[config.mk]
export PLATFORM = sky130hd
export DESIGN_NAME = battleship_game_ctrl
export DESIGN_NICKNAME = d
export VERILOG_FILES = /design/src/rtl/battleship_game_ctrl_pkg.sv /design/src/rtl/battleship_game_ctrl_edge_detect.sv /design/src/rtl/battleship_game_ctrl.sv
export SDC_FILE = /design/constraint.sdc
export NUM_CORES = 2
export LEC_CHECK = 0
export ABC_AREA = 1
export ABC_CLOCK_PERIOD_IN_PS = 23400
export BUFFER_PORTS_ARGS = -buffer_cell sky130_fd_sc_hd__buf_2
export CORE_AREA = 2 2 476 478
export DETAILED_ROUTE_END_ITERATION = 6
export DIE_AREA = 0 0 478 480
export PLACE_DENSITY = 0.42
export SLEW_MARGIN = 20
export SYNTH_ARGS = -nofsm -noshare
export SYNTH_HDL_FRONTEND = slang
export SYNTH_SLANG_ARGS = --single-unit
[constraint.sdc]
create_clock -name clk -period 23.4 [get_ports clk]
set_input_delay 4.68 -clock clk [delete_from_list [all_inputs] [get_ports clk]]
set_output_delay 4.68 -clock clk [all_outputs]
set_load 0.03 [all_outputs]
[src/rtl/battleship_game_ctrl_pkg.sv]
// rtl/battleship_game_ctrl_pkg.sv - shared board geometry, cell codes and FSM encoding for the battleship controller
package battleship_definitions;

    localparam int GRID       = 10;
    localparam int CELL_W     = 3;
    localparam int NUM_SHIPS  = 5;
    localparam int CELLS      = GRID * GRID;
    localparam int BOARD_SIZE = CELLS * CELL_W;

    localparam logic [CELL_W-1:0] CELL_WATER = 3'd0;
    localparam logic [CELL_W-1:0] CELL_HIT   = 3'd6;
    localparam logic [CELL_W-1:0] CELL_MISS  = 3'd7;

    typedef enum logic [2:0] {
        LOAD  = 3'd0,
        AIM   = 3'd1,
        CHECK = 3'd2,
        SCAN  = 3'd3,
        SWAP  = 3'd4,
        OVER  = 3'd5
    } state_t;

    // Hides intact ship IDs so only water, hits and misses remain visible.
    function automatic logic [BOARD_SIZE-1:0] fog_mask(input logic [BOARD_SIZE-1:0] board);
        logic [BOARD_SIZE-1:0] masked;
        logic [CELL_W-1:0]     code;
        masked = board;
        for (int i = 0; i < CELLS; i++) begin
            code = board[i*CELL_W +: CELL_W];
            if (code != CELL_WATER && code != CELL_HIT && code != CELL_MISS)
                masked[i*CELL_W +: CELL_W] = CELL_WATER;
        end
        return masked;
    endfunction

endpackage

[src/rtl/battleship_game_ctrl_edge_detect.sv]
// rtl/battleship_game_ctrl_edge_detect.sv - one-cycle pulse on a 0->1 transition of a debounced level
module edge_detect (
    input  logic clk,
    input  logic rst,
    input  logic level,
    output logic pulse
);

    logic r_prev;

    always_ff @(posedge clk or posedge rst) begin
        if (rst) r_prev <= 1'b0;
        else     r_prev <= level;
    end

    assign pulse = level & ~r_prev;

endmodule

[src/rtl/battleship_game_ctrl.sv]
// rtl/battleship_game_ctrl.sv - turn-based battleship controller: cursor, shot resolution, sink scan, win detection
// Optional macro FOG_OF_WAR_EN masks intact ship codes on the board outputs.
module battleship_game_ctrl
    import battleship_definitions::*;
(
    input  logic                  clk,
    input  logic                  rst,
    input  logic                  btn_l,
    input  logic                  btn_r,
    input  logic                  btn_u,
    input  logic                  btn_d,
    input  logic                  btn_c,
    input  logic [BOARD_SIZE-1:0] p1_layout,
    input  logic [BOARD_SIZE-1:0] p2_layout,
    output logic [BOARD_SIZE-1:0] p1_board,
    output logic [BOARD_SIZE-1:0] p2_board,
    output logic [2:0]            p1_ships,
    output logic [2:0]            p2_ships,
    output logic [3:0]            cursor_x,
    output logic [3:0]            cursor_y,
    output logic                  turn,
    output logic [1:0]            winner,
    output logic [2:0]            state
);

    localparam logic [3:0] MAX_C = 4'(GRID - 1);

    state_t                r_state, w_state_nxt;
    logic [BOARD_SIZE-1:0] r_p1_board, r_p2_board, w_opp_board;
    logic [2:0]            r_p1_ships, r_p2_ships, w_opp_ships;
    logic [3:0]            r_cx, r_cy;
    logic                  r_turn;
    logic [1:0]            r_winner;
    logic [6:0]            r_scan_idx, w_tgt_idx;
    logic [8:0]            w_tgt_bit, w_scan_bit;
    logic [CELL_W-1:0]     r_ship_id, w_tgt_code, w_scan_code;
    logic                  r_found, w_found_now, w_scan_last, w_rejected;
    logic                  w_pl, w_pr, w_pu, w_pd, w_pc;

    edge_detect u_ed_l (.clk(clk), .rst(rst), .level(btn_l), .pulse(w_pl));
    edge_detect u_ed_r (.clk(clk), .rst(rst), .level(btn_r), .pulse(w_pr));
    edge_detect u_ed_u (.clk(clk), .rst(rst), .level(btn_u), .pulse(w_pu));
    edge_detect u_ed_d (.clk(clk), .rst(rst), .level(btn_d), .pulse(w_pd));
    edge_detect u_ed_c (.clk(clk), .rst(rst), .level(btn_c), .pulse(w_pc));

    // The player on turn always fires at the other player's board.
    assign w_opp_board = r_turn ? r_p1_board : r_p2_board;
    assign w_opp_ships = r_turn ? r_p1_ships : r_p2_ships;
    assign w_tgt_idx   = 7'(r_cy) * 7'(GRID) + 7'(r_cx);
    assign w_tgt_bit   = 9'(w_tgt_idx) * 9'(CELL_W);
    assign w_scan_bit  = 9'(r_scan_idx) * 9'(CELL_W);
    assign w_tgt_code  = w_opp_board[w_tgt_bit +: CELL_W];
    assign w_scan_code = w_opp_board[w_scan_bit +: CELL_W];
    assign w_rejected  = (w_tgt_code == CELL_HIT) || (w_tgt_code == CELL_MISS);
    assign w_scan_last = (r_scan_idx == 7'(CELLS - 1));
    assign w_found_now = r_found || (w_scan_code == r_ship_id);

    always_ff @(posedge clk or posedge rst) begin
        if (rst) r_state <= LOAD;
        else     r_state <= w_state_nxt;
    end

    always_comb begin
        w_state_nxt = r_state;
        case (r_state)
            LOAD:  w_state_nxt = AIM;
            AIM:   if (w_pc) w_state_nxt = CHECK;
            CHECK: begin
                if (w_rejected)                    w_state_nxt = AIM;
                else if (w_tgt_code == CELL_WATER) w_state_nxt = SWAP;
                else                               w_state_nxt = SCAN;
            end
            SCAN: begin
                if (w_scan_last) begin
                    if (!w_found_now && w_opp_ships <= 3'd1) w_state_nxt = OVER;
                    else                                     w_state_nxt = SWAP;
                end
            end
            SWAP:    w_state_nxt = AIM;
            OVER:    w_state_nxt = OVER;
            default: w_state_nxt = LOAD;
        endcase
    end

    always_ff @(posedge clk or posedge rst) begin
        if (rst) begin
            r_p1_board <= '0;
            r_p2_board <= '0;
            r_p1_ships <= 3'(NUM_SHIPS);
            r_p2_ships <= 3'(NUM_SHIPS);
            r_cx       <= 4'd0;
            r_cy       <= 4'd0;
            r_turn     <= 1'b0;
            r_winner   <= 2'd0;
            r_scan_idx <= 7'd0;
            r_ship_id  <= CELL_WATER;
            r_found    <= 1'b0;
        end else begin
            case (r_state)
                LOAD: begin
                    r_p1_board <= p1_layout;
                    r_p2_board <= p2_layout;
                end
                AIM: begin
                    if (!w_pc) begin
                        if (w_pl)      r_cx <= (r_cx == 4'd0)  ? MAX_C : r_cx - 4'd1;
                        else if (w_pr) r_cx <= (r_cx == MAX_C) ? 4'd0  : r_cx + 4'd1;
                        else if (w_pu) r_cy <= (r_cy == 4'd0)  ? MAX_C : r_cy - 4'd1;
                        else if (w_pd) r_cy <= (r_cy == MAX_C) ? 4'd0  : r_cy + 4'd1;
                    end
                end
                CHECK: begin
                    r_found    <= 1'b0;
                    r_scan_idx <= 7'd0;
                    if (w_tgt_code == CELL_WATER) begin
                        if (r_turn) r_p1_board[w_tgt_bit +: CELL_W] <= CELL_MISS;
                        else        r_p2_board[w_tgt_bit +: CELL_W] <= CELL_MISS;
                    end else if (!w_rejected) begin
                        r_ship_id <= w_tgt_code;
                        if (r_turn) r_p1_board[w_tgt_bit +: CELL_W] <= CELL_HIT;
                        else        r_p2_board[w_tgt_bit +: CELL_W] <= CELL_HIT;
                    end
                end
                SCAN: begin
                    r_found    <= w_found_now;
                    r_scan_idx <= w_scan_last ? 7'd0 : r_scan_idx + 7'd1;
                    // No remaining cell of the struck ship: it has sunk.
                    if (w_scan_last && !w_found_now) begin
                        if (r_turn) r_p1_ships <= (r_p1_ships != 3'd0) ? r_p1_ships - 3'd1 : 3'd0;
                        else        r_p2_ships <= (r_p2_ships != 3'd0) ? r_p2_ships - 3'd1 : 3'd0;
                        if (w_opp_ships <= 3'd1) r_winner <= r_turn ? 2'd2 : 2'd1;
                    end
                end
                SWAP:    r_turn <= ~r_turn;
                default: ;
            endcase
        end
    end

`ifdef FOG_OF_WAR_EN
    assign p1_board = fog_mask(r_p1_board);
    assign p2_board = fog_mask(r_p2_board);
`else
    assign p1_board = r_p1_board;
    assign p2_board = r_p2_board;
`endif

    assign p1_ships = r_p1_ships;
    assign p2_ships = r_p2_ships;
    assign cursor_x = r_cx;
    assign cursor_y = r_cy;
    assign turn     = r_turn;
    assign winner   = r_winner;
    assign state    = r_state;

endmodule

==> flow_summary.ini <==
[clock_network]
cts_root_buffer = clkbuf_16
ctsLongestPathBuffers = 3
cts-resized-gates = 0
htreeDepth = 3
clk_pin_slew_worst_paths_ns = 0.06
cts_buffers = 88
post-cts-setup-buffer-count = 0
clk_latency_ns = 0.75
cts_tree = yes
ctsHoldBuffers = 0
clkSinkCount = 636

[die]
die_area_um2 = 229000
fp.dieW_um = 478
io_pins = 1227
core_um2 = 224000
initial_core_util_pct = 18.5
die_h_um = 480
num_rows = 174

[routing]
post_drt_wl_per_cell_um = 27.9
met3_length_mm = 19.5
viasPerCell = 4.53
drc = 0
route.top_layer_used = met5
drt-total-wl_mm = 290
vias = 47100
drt-initial-drc-count = 3959
dr.pass1.iters = 6
wl_met2_mm = 137
drt-met1-wl_mm = 124
final_antenna_net_count = 0

[pwr]
seqPwrFrac_pct = 39.7
pwr-share-comb_pct = 10.9
clockPowerShare_pct = 49.4
p_leak_nw = 27.7
internal_power_mw = 2.10
powerDensity_nw_per_um2 = 55.5
irDropWorstVdd_mv = 0.0490
swShare_pct = 29.1
power.switching_mw = 0.864
power_mw = 2.96

[synth]
yosys_warnings = 0
ys_types = 53
synth_fp_nets = 6853
synthArstFlopShare_pct = 100
synth-edff-count = 0
ys_ff_latch = 636
yosysSeqAreaShare_pct = 38.4
syn-cell-area_um2 = 41400
synth_area_per_cell_um2 = 6.65
netlist_instances = 6232
yosys_most_used_dff = dfrtp_1

[status]
status = finished, final reports clean

[layout]
nets = 7927
final_common_cell = nand2_1
fill_cells = 25600
layout_common_cells = 1975 x nand2_1, 1226 x buf_2, 740 x nor2_1
layout-drive-gt1-share_pct = 24.7
syn2layout_area_growth_pct = 28.9
instances_no_fill = 10400

[worst_setup_path]
critical_path_required_ns = 24.02
regToRegSetupSlack_ns = 15.57
setup.worst_path.class = flip-flop to flip-flop
path_max_fanout = 32
cp.arrival_ns = 8.45
end_kind = flip-flop
cp-start-kind = flip-flop

[place]
place_hpwl_mm = 230
place_inst = 10200
io_buffers = 1226
preCtsSetupSlack_ns = 14.61
place.gp.congestion = 0.894

[global_route]
first_global_vias = 46200
grt_max_degree = 138
grt_pass1_wl_mm = 391
antenna_found_initial = 66
grt-ovfl-total = 0
track_usage_pct = 24.4

[min_path]
hp-class = flip-flop to flip-flop

[sta]
slew_headroom_pct = 28.1
final_max_slew_viol_count = 0
post-route-period-util_pct = 33.5
tightest_slew_ns = 1.07
tns_ns = 0
layout_min_cycle_time_ns = 7.83
finalHoldViolCount = 0
skew_ns = 0.0432
setup_slack_ns = 15.57
max_freq_ghz = 0.128
whs_ns = 0.495
setup_viol = 0
rsz0062_at_grt = false

[flow_run]
drv_cap = 0
cell families after synthesis:
group | Yosys count | share of synthesized area (%)
mux | 6 | 0.145
fa+ha+maj | 14 | 0.459
compound gates | 841 | 10.8
flops | 636 | 38.4
xor+xnor | 8 | 0.169
buf+inv | 1139 | 11.9
simple gates | 3588 | 38.1
power groups by stage:
stage          logic, mW  registers (mW)  clock network [mW]
5_1_grt            0.348            1.18                1.55
2_1_floorplan     0.0934            1.25                   0
6_report           0.323            1.18                1.46
3_5_place_dp       0.325            1.20                   0
4_1_cts            0.327            1.18                1.50
3_3_place_gp       0.324            1.20                   0
worst max-delay path: stages, from the launching register on:
cell      delay [ns]
dfrtp_1         0.48
ha_4            0.21
inv_1           0.07
fa_4            0.77
clkinv_2        0.45
buf_4           0.48
nor2_8          0.21
inv_2           0.60
a21oi_1         0.21
nor3_1          0.22
nand2_1         0.17
nand3_1         0.23
nand3_1         0.25
nand2_4         0.51
inv_2           0.10
nand2_4         0.13
nand3_4         0.10
nand2_8         0.34
buf_4           0.72
buf_4           0.74
nand2_2         0.29
nand2_1         0.14
nand2_1         0.06
per-stage QoR:
stage | instance area [µm²] | util [%]
after floorplan | 41400 | -
after global placement | 50300 | 22.5
after detailed placement | 50300 | 22.5
after CTS | 53400 | 23.8
after global routing | 53400 | 23.8
final | 53400 | 23.9
synthesized netlist by cell type, drive strengths merged, types with 12 or more instances:
cell	count	area, µm²
a21oi	488	2480
a31oi	14	87.6
buf	186	1350
clkbuf	141	529
dfrtp	632	15800
ha	12	150
inv	811	3040
nand2	2185	9440
nand3	449	2280
nand4	128	801
nor2	750	2850
nor3	46	255
o211ai	50	375
o21ai	259	1300
or2	27	169
path summary, 6_finish.rpt:
kind | from | endpoint | cells after the start
max | cursor_y[0] | p2_board[93] | 22
min | p2_ships[0] | p2_ships[0] | 2
max reg2reg | cursor_y[0] | p2_board[93] | 22
min reg2reg | p2_ships[0] | p2_ships[0] | 2
max in group asynchronous | rst | p1_board[282] | 6
min in group asynchronous | rst | p1_board[136] | 2
final cells by class:
class                      count  area (µm²)  area share [%]
multi-input combinational   4457       20700            38.8
sequential                   636       15900            29.8
timing repair buffer        1311        6820            12.8
tap                         2992        3740            7.01
inverter                     812        3090            5.78
clock buffer                 122        2560            4.79
clock inverter                38         503           0.941
antenna                       25        62.6           0.117
routing by layer:
layer / GRT usage [%] / vias up
met5: 0 / -
li1: - / 21700
met1: 30.9 / 23100
met4: 7.81 / 26
met3: 5.25 / 329
met2: 40.9 / 1958
flip-flops by register name, summed over array words and instances (netlist names):
name and flops:
u_ed_l.r_prev 1, r_found 1, u_ed_d.r_prev 1, p1_ships 3, cursor_x 4, p2_board 300, u_ed_c.r_prev 1, p2_ships 3
turn 1, p1_board 300, cursor_y 4, winner 2, state 3, u_ed_u.r_prev 1, r_scan_idx 7, u_ed_r.r_prev 1
r_ship_id 3
Note: power is estimated with default switching activity, not from simulation.
